## config.mk

```make
export PLATFORM = sky130hd
export DESIGN_NAME = winograd_filter_3x3_transform
export DESIGN_NICKNAME = d
export VERILOG_FILES = /design/src/rtl/winograd_filter_3x3_transform.sv
export SDC_FILE = /design/constraint.sdc
export NUM_CORES = 1
export LEC_CHECK = 0
export CAP_MARGIN = 40
export CORE_UTILIZATION = 57
export DETAILED_ROUTE_END_ITERATION = 6
export PLACE_DENSITY = 0.83
export SYNTH_ARGS = -nofsm -noshare
export SYNTH_HDL_FRONTEND = slang
export SYNTH_SLANG_ARGS = --single-unit
```

## constraint.sdc

```tcl
create_clock -name clk -period 8.53 [get_ports clk]
set_input_delay 1.2795 -clock clk [delete_from_list [all_inputs] [get_ports clk]]
set_output_delay 1.2795 -clock clk [all_outputs]
set_load 0.1 [all_outputs]
```

## src/rtl/winograd_filter_3x3_transform.sv

```systemverilog
// Winograd F(2x2,3x3) filter transform: U = G*g*G^T on a 3x3 signed 8-bit kernel.
// Two-stage pipeline: column pass into stage-1 registers, row pass + floor/saturate into the output.
module winograd_filter_3x3_transform (
    input  logic         clk,
    input  logic         rstn,
    input  logic [71:0]  filter,
    output logic [127:0] filter_transformed
);

    localparam int DATA_W = 8;
    localparam int T_W    = 10;
    localparam int V_W    = 12;

    localparam logic signed [V_W-1:0] SAT_MAX = 12'sd127;
    localparam logic signed [V_W-1:0] SAT_MIN = -12'sd128;

    // V is computed with G' = 2G, so dividing by 4 (floor) restores the true scale.
    function automatic logic signed [DATA_W-1:0] floor_sat(input logic signed [V_W-1:0] v);
        logic signed [V_W-1:0] s;
        s = v >>> 2;
        if (s > SAT_MAX) begin
            return 8'sh7F;
        end else if (s < SAT_MIN) begin
            return -8'sh80;
        end else begin
            return s[DATA_W-1:0];
        end
    endfunction

    logic signed [T_W-1:0] g_ext [3][3];
    logic signed [T_W-1:0] t_c   [4][3];
    logic signed [T_W-1:0] t_p1  [4][3];
    logic signed [V_W-1:0] t_ext [4][3];
    logic signed [V_W-1:0] v_c   [4][4];
    logic [127:0]          u_c;

    // Stage 1: column pass T = G' * g
    always_comb begin
        for (int r = 0; r < 3; r++) begin
            for (int c = 0; c < 3; c++) begin
                g_ext[r][c] = T_W'($signed(filter[71-8*(3*r+c) -: 8]));
            end
        end
        for (int c = 0; c < 3; c++) begin
            t_c[0][c] = g_ext[0][c] + g_ext[0][c];
            t_c[1][c] = g_ext[0][c] + g_ext[1][c] + g_ext[2][c];
            t_c[2][c] = g_ext[0][c] - g_ext[1][c] + g_ext[2][c];
            t_c[3][c] = g_ext[2][c] + g_ext[2][c];
        end
    end

    always_ff @(posedge clk or posedge rstn) begin
        if (rstn) begin
            t_p1 <= '{default: '0};
        end else begin
            t_p1 <= t_c;
        end
    end

    // Stage 2: row pass V = T * G'^T, then floor/saturate into the output register
    always_comb begin
        u_c = '0;
        for (int i = 0; i < 4; i++) begin
            for (int k = 0; k < 3; k++) begin
                t_ext[i][k] = V_W'(t_p1[i][k]);
            end
            v_c[i][0] = t_ext[i][0] + t_ext[i][0];
            v_c[i][1] = t_ext[i][0] + t_ext[i][1] + t_ext[i][2];
            v_c[i][2] = t_ext[i][0] - t_ext[i][1] + t_ext[i][2];
            v_c[i][3] = t_ext[i][2] + t_ext[i][2];
            for (int j = 0; j < 4; j++) begin
                u_c[127-8*(4*i+j) -: 8] = floor_sat(v_c[i][j]);
            end
        end
    end

    always_ff @(posedge clk or posedge rstn) begin
        if (rstn) begin
            filter_transformed <= '0;
        end else begin
            filter_transformed <= u_c;
        end
    end

endmodule

```

* Word-level counts from Yosys, hierarchy flattened
Index checks and enable logic that the tools add are counted.
** Cells by class
- $add $sub $neg :: 42
- Order comparisons :: 32
- Muxes and demuxes :: 32
** Operators by type and width (number)
- $mux 8 :: 32
- $add 8x8->9 :: 9
- $gt 9x8->1 const B :: 8
- $lt 9x8->1 const B :: 8
- $add 10x10->11 :: 6
- $add 9x8->10 :: 6
- $add 9x9->10 :: 6
- $add 11x10->12 :: 4
- $add 10x9->11 :: 4
- $gt 10x8->1 const B :: 4
- $lt 10x8->1 const B :: 4
- $gt 8x8->1 const B :: 4
- $lt 8x8->1 const B :: 4
- $sub 8x8->9 :: 3
- $sub 10x10->11 :: 2
- $sub 9x9->10 :: 2
** Storage, ports and cells
- Register bits :: 242
- Input port bits :: 74
- Output and inout bits :: 128
- Logic and storage cells :: 119

* Depth between registers and ports, before layout
- Word-level depth :: 5
- Depth in mapped cells :: 13
- Depth with buffers taken out :: 13

* Worst setup path before layout
No wires, ideal clock.
- Kind :: in2reg
- Start :: input filter[1]
- End :: register t_p1, in the netlist t_ext[81]
- Library setup time :: 120 ps
- Arrival :: 3461 ps
- Data required time :: 8410 ps
- Setup slack :: 4949 ps
- Stages on the path :: 13
- Path buffers :: 0
- Path through :: inv_1 > fa_1 > inv_1 > ha_1 > inv_1 > fa_1 > nor2b_1 > o21ai_0 > a21boi_0 > o21a_1 > nor2_1 > nand2b_1 > a31o_2
** RTL lines
- from (decl) :: RTL line 6 : input logic [71:0] filter,
- to (signal assigned) :: RTL line 56 : t_p1 <= t_c;
- to (decl) :: RTL line 32 : logic signed [T_W-1:0] t_p1 [4][3];

* Worst setup path after layout
- Start :: register t_p1, in the netlist t_ext[26]
- End :: register filter_transformed[22]
** On the way
- Word-level cells in the longest chain between the ends :: 5
- Elaborated cells between the ends (all ways) :: 6
- Those cells by class :: add/sub (2); order compare (2); mux (2)
** RTL lines
- $add 9x9->10 * :: RTL line 68 : v_c[i][1] = t_ext[i][0] + t_ext[i][1] + t_ext[i][2];
- $add 10x9->11 * :: RTL line 68
- $lt 9x8->1 :: RTL line 23 : end else if (s < SAT_MIN) begin
- $mux 8 :: RTL line 23
- $mux 8 * :: RTL line 21 : if (s > SAT_MAX) begin
- via u_c[22] :: RTL line 35 : logic [127:0] u_c;
- to (signal assigned) :: RTL line 81 : filter_transformed <= u_c;
- to (decl) :: RTL line 7 : output logic [127:0] filter_transformed
The timed path passes the listed nets; every way through them passes the cells marked *.

==> out/metrics.cfg <==
[cells_and_area]
nNetsFinal=2227
syn_to_final_growth_pct=33.4
num-fill-cells=1598
final_cell_area_sq_mm=0.0210
fin_util_pct=77.8
layout-drive-gt1-share_pct=11.3

[global_routing]
grt_util_met1_pct=37.6
busiest_layer=met2
grt_max_degree=115
use_met3_pct=4.98
use_met2_pct=55.2
grt_pass1_wl_mm=68.6
grt_usage_pct=31.5
antenna_found_initial=4
grt_pass1_vias=13343
overflow=0

[die]
rows=60
core_sq_mm=0.0270
die_w_microns=168
dieArea_sq_mm=0.0283
ios=202
start_util_pct=58.3
die_h_microns=168

[routing]
via_count=12340
drcViolationCount=0
first_iter_violations=885
dr.pass1.iters=7
drt_wl_total_mm=43.0
post_drt_wl_per_cell_microns=19.0
vias_per_cell=5.45
ant_nets=0

[worst_setup_path]
path_depth=12
crit_fanout=6
worst-path-buf-inv=2
path_class=reg2reg
path_cells=inv_1 > fa_1 > inv_1 > ha_1 > fa_1 > a21o_1 > a21oi_1 > o21bai_1 > a2111oi_0 > mux2i_1 > or2_0 > o21a_1
crit_arrival_ns=4.47
reg2reg_depth=12
end_kind=register
max_stage_delay_ns=0.55
crit_required_ns=8.95
crit_family=compound AO/OA/AOI/OAI gates
start_kind=register
slowest_stage=dfrtp_1

[cts]
cts_hold_buf=0
cts_max_level=1
clkSinkCount=233
post_cts_buffers=0
numCtsBuffers=26
cts_root_buf=clkbuf_16
clk-insertion-delay-late_ns=0.54
cts_buffer_depth=3
post_cts_resized=0
cts_tree=yes
clk_pin_slew_ns=0.06

[logic_synthesis]
synth_edf_count=0
synthTopCellsByArea=dfrtp_1 37%, fa_1 16%, ha_1 10%, inv_1 9.5%, a21oi_1 4.1%
ys.flop_type=dfrtp_1
synth-warning-count=0
syn-instance-count=1586
synth_area_per_cell_sq_um=9.94
synth_top_area_share_pct=37.0
syn_nets=1913
ys_seq_area_share_pct=37.0
synth_seq_cells=233
yosysTopAreaCell=dfrtp_1
synth_area_sq_mm=0.0158
synth.distinct_cells=77
async_flop_share_pct=100

[placed_design]
dp_hpwl_mm=34.1
pre_cts_ws_ns=4.16
gp_congestion=0.935
place_area_sq_mm=0.0201
io_buffer_count=201

[sta]
fin_crit_sh_pct=47.5
setup_viol_count_final=0
setup-tns-final_ns=0
fmax_ghz=0.247
hold_viol=0
rsz0062_at_grt=false
tightest_slew_ns=0.891
finalClockSkew_ns=0.0127
drv_slew=0
relSlewSlack_pct=39.9
period_needed_ns=4.05
fin_ws_ns=4.48

[outcome]
outcome=finished, final reports clean

[run]
cap_violations=0

[min_path]
hold-path-cell-count=0
holdCritPathClass=reg2reg

-- registers in the layout, summed over array words and instances, names as in the netlist --
name	cells
filter_transformed	128
t_ext	105
-- metal layers --
layer | routed length [microns] | up-vias
li1 | - | 5603
met5 | 10 | -
met4 | 2310 | 2
met2 | 21600 | 500
met3 | 2820 | 142
met1 | 16300 | 6093
-- cell families after synthesis --
logic type      count (synthesis)  synth area share, %
xor+xnor                       76                 4.27
mux                             3                0.206
fa+ha+maj                     255                 26.2
simple gates                  231                 7.13
compound gates                341                 14.5
buf+inv                       447                 10.7
flops                         233                 37.0
-- stage by stage --
step / instances / hold slack [ns]
global route: 2262 / 0.383
global placement: 2084 / 0.358
finish: 2264 / 0.379
CTS: 2260 / 0.380
detailed placement: 2213 / 0.365
floorplan: 1586 / 0.429
-- cell usage after synthesis, types with 23 or more instances --
cell type and instances:
a21o_1 33, o21ai_0 48, a21oi_1 129, fa_1 125, nor2_1 84, nand2_1 47, xor2_1 27, inv_1 400
xnor2_1 48, nand2b_1 23, ha_1 128, dfrtp_1 233, clkbuf_1 42
-- area by class of cell --
class                           count  area, sq um  share of cell area (%)
Clock inverter                     12          129                   0.613
Tap cell                          341          427                    2.03
Sequential cell                   233         5830                    27.7
Inverter                          401         1510                    7.20
Multi-Input combinational cell    906         8240                    39.2
Antenna cell                        4         10.0                  0.0476
Clock buffer                       35          744                    3.54
Timing Repair Buffer              332         4130                    19.6
-- cell usage in the layout, fill, tap and decap left out, drive strengths merged, types with 9 or more instances in the layout --
cell type and instances:
inv 400, dfrtp 233, clkdlybuf4s50 201, a21oi 134, buf 131, ha 128, fa 125, nor2 84
o21ai 57, xnor2 49, nand2 47, clkbuf 35, a21o 33, xor2 27, nand2b 23, nor2b 19
o21a 18, nor3 18, o21bai 15, nand3 10, a2111oi 9
-- path summary, 6_finish.rpt --
path | slack [ns] | to | startpoint
min in group asynchronous | 1.26 | filter_transformed[14] | rstn
worst min register to register | 0.38 | filter_transformed[124] | t_ext[137]
worst min-delay path | 0.38 | filter_transformed[124] | t_ext[137]
worst max register to register | 4.48 | filter_transformed[22] | t_ext[26]
worst max-delay path | 4.48 | filter_transformed[22] | t_ext[26]
max in group asynchronous | 6.08 | t_ext[18] | rstn
Power is left out: the tool's default activity adds up to more than one toggle a clock period on the data nets, which glitch-free logic cannot reach.
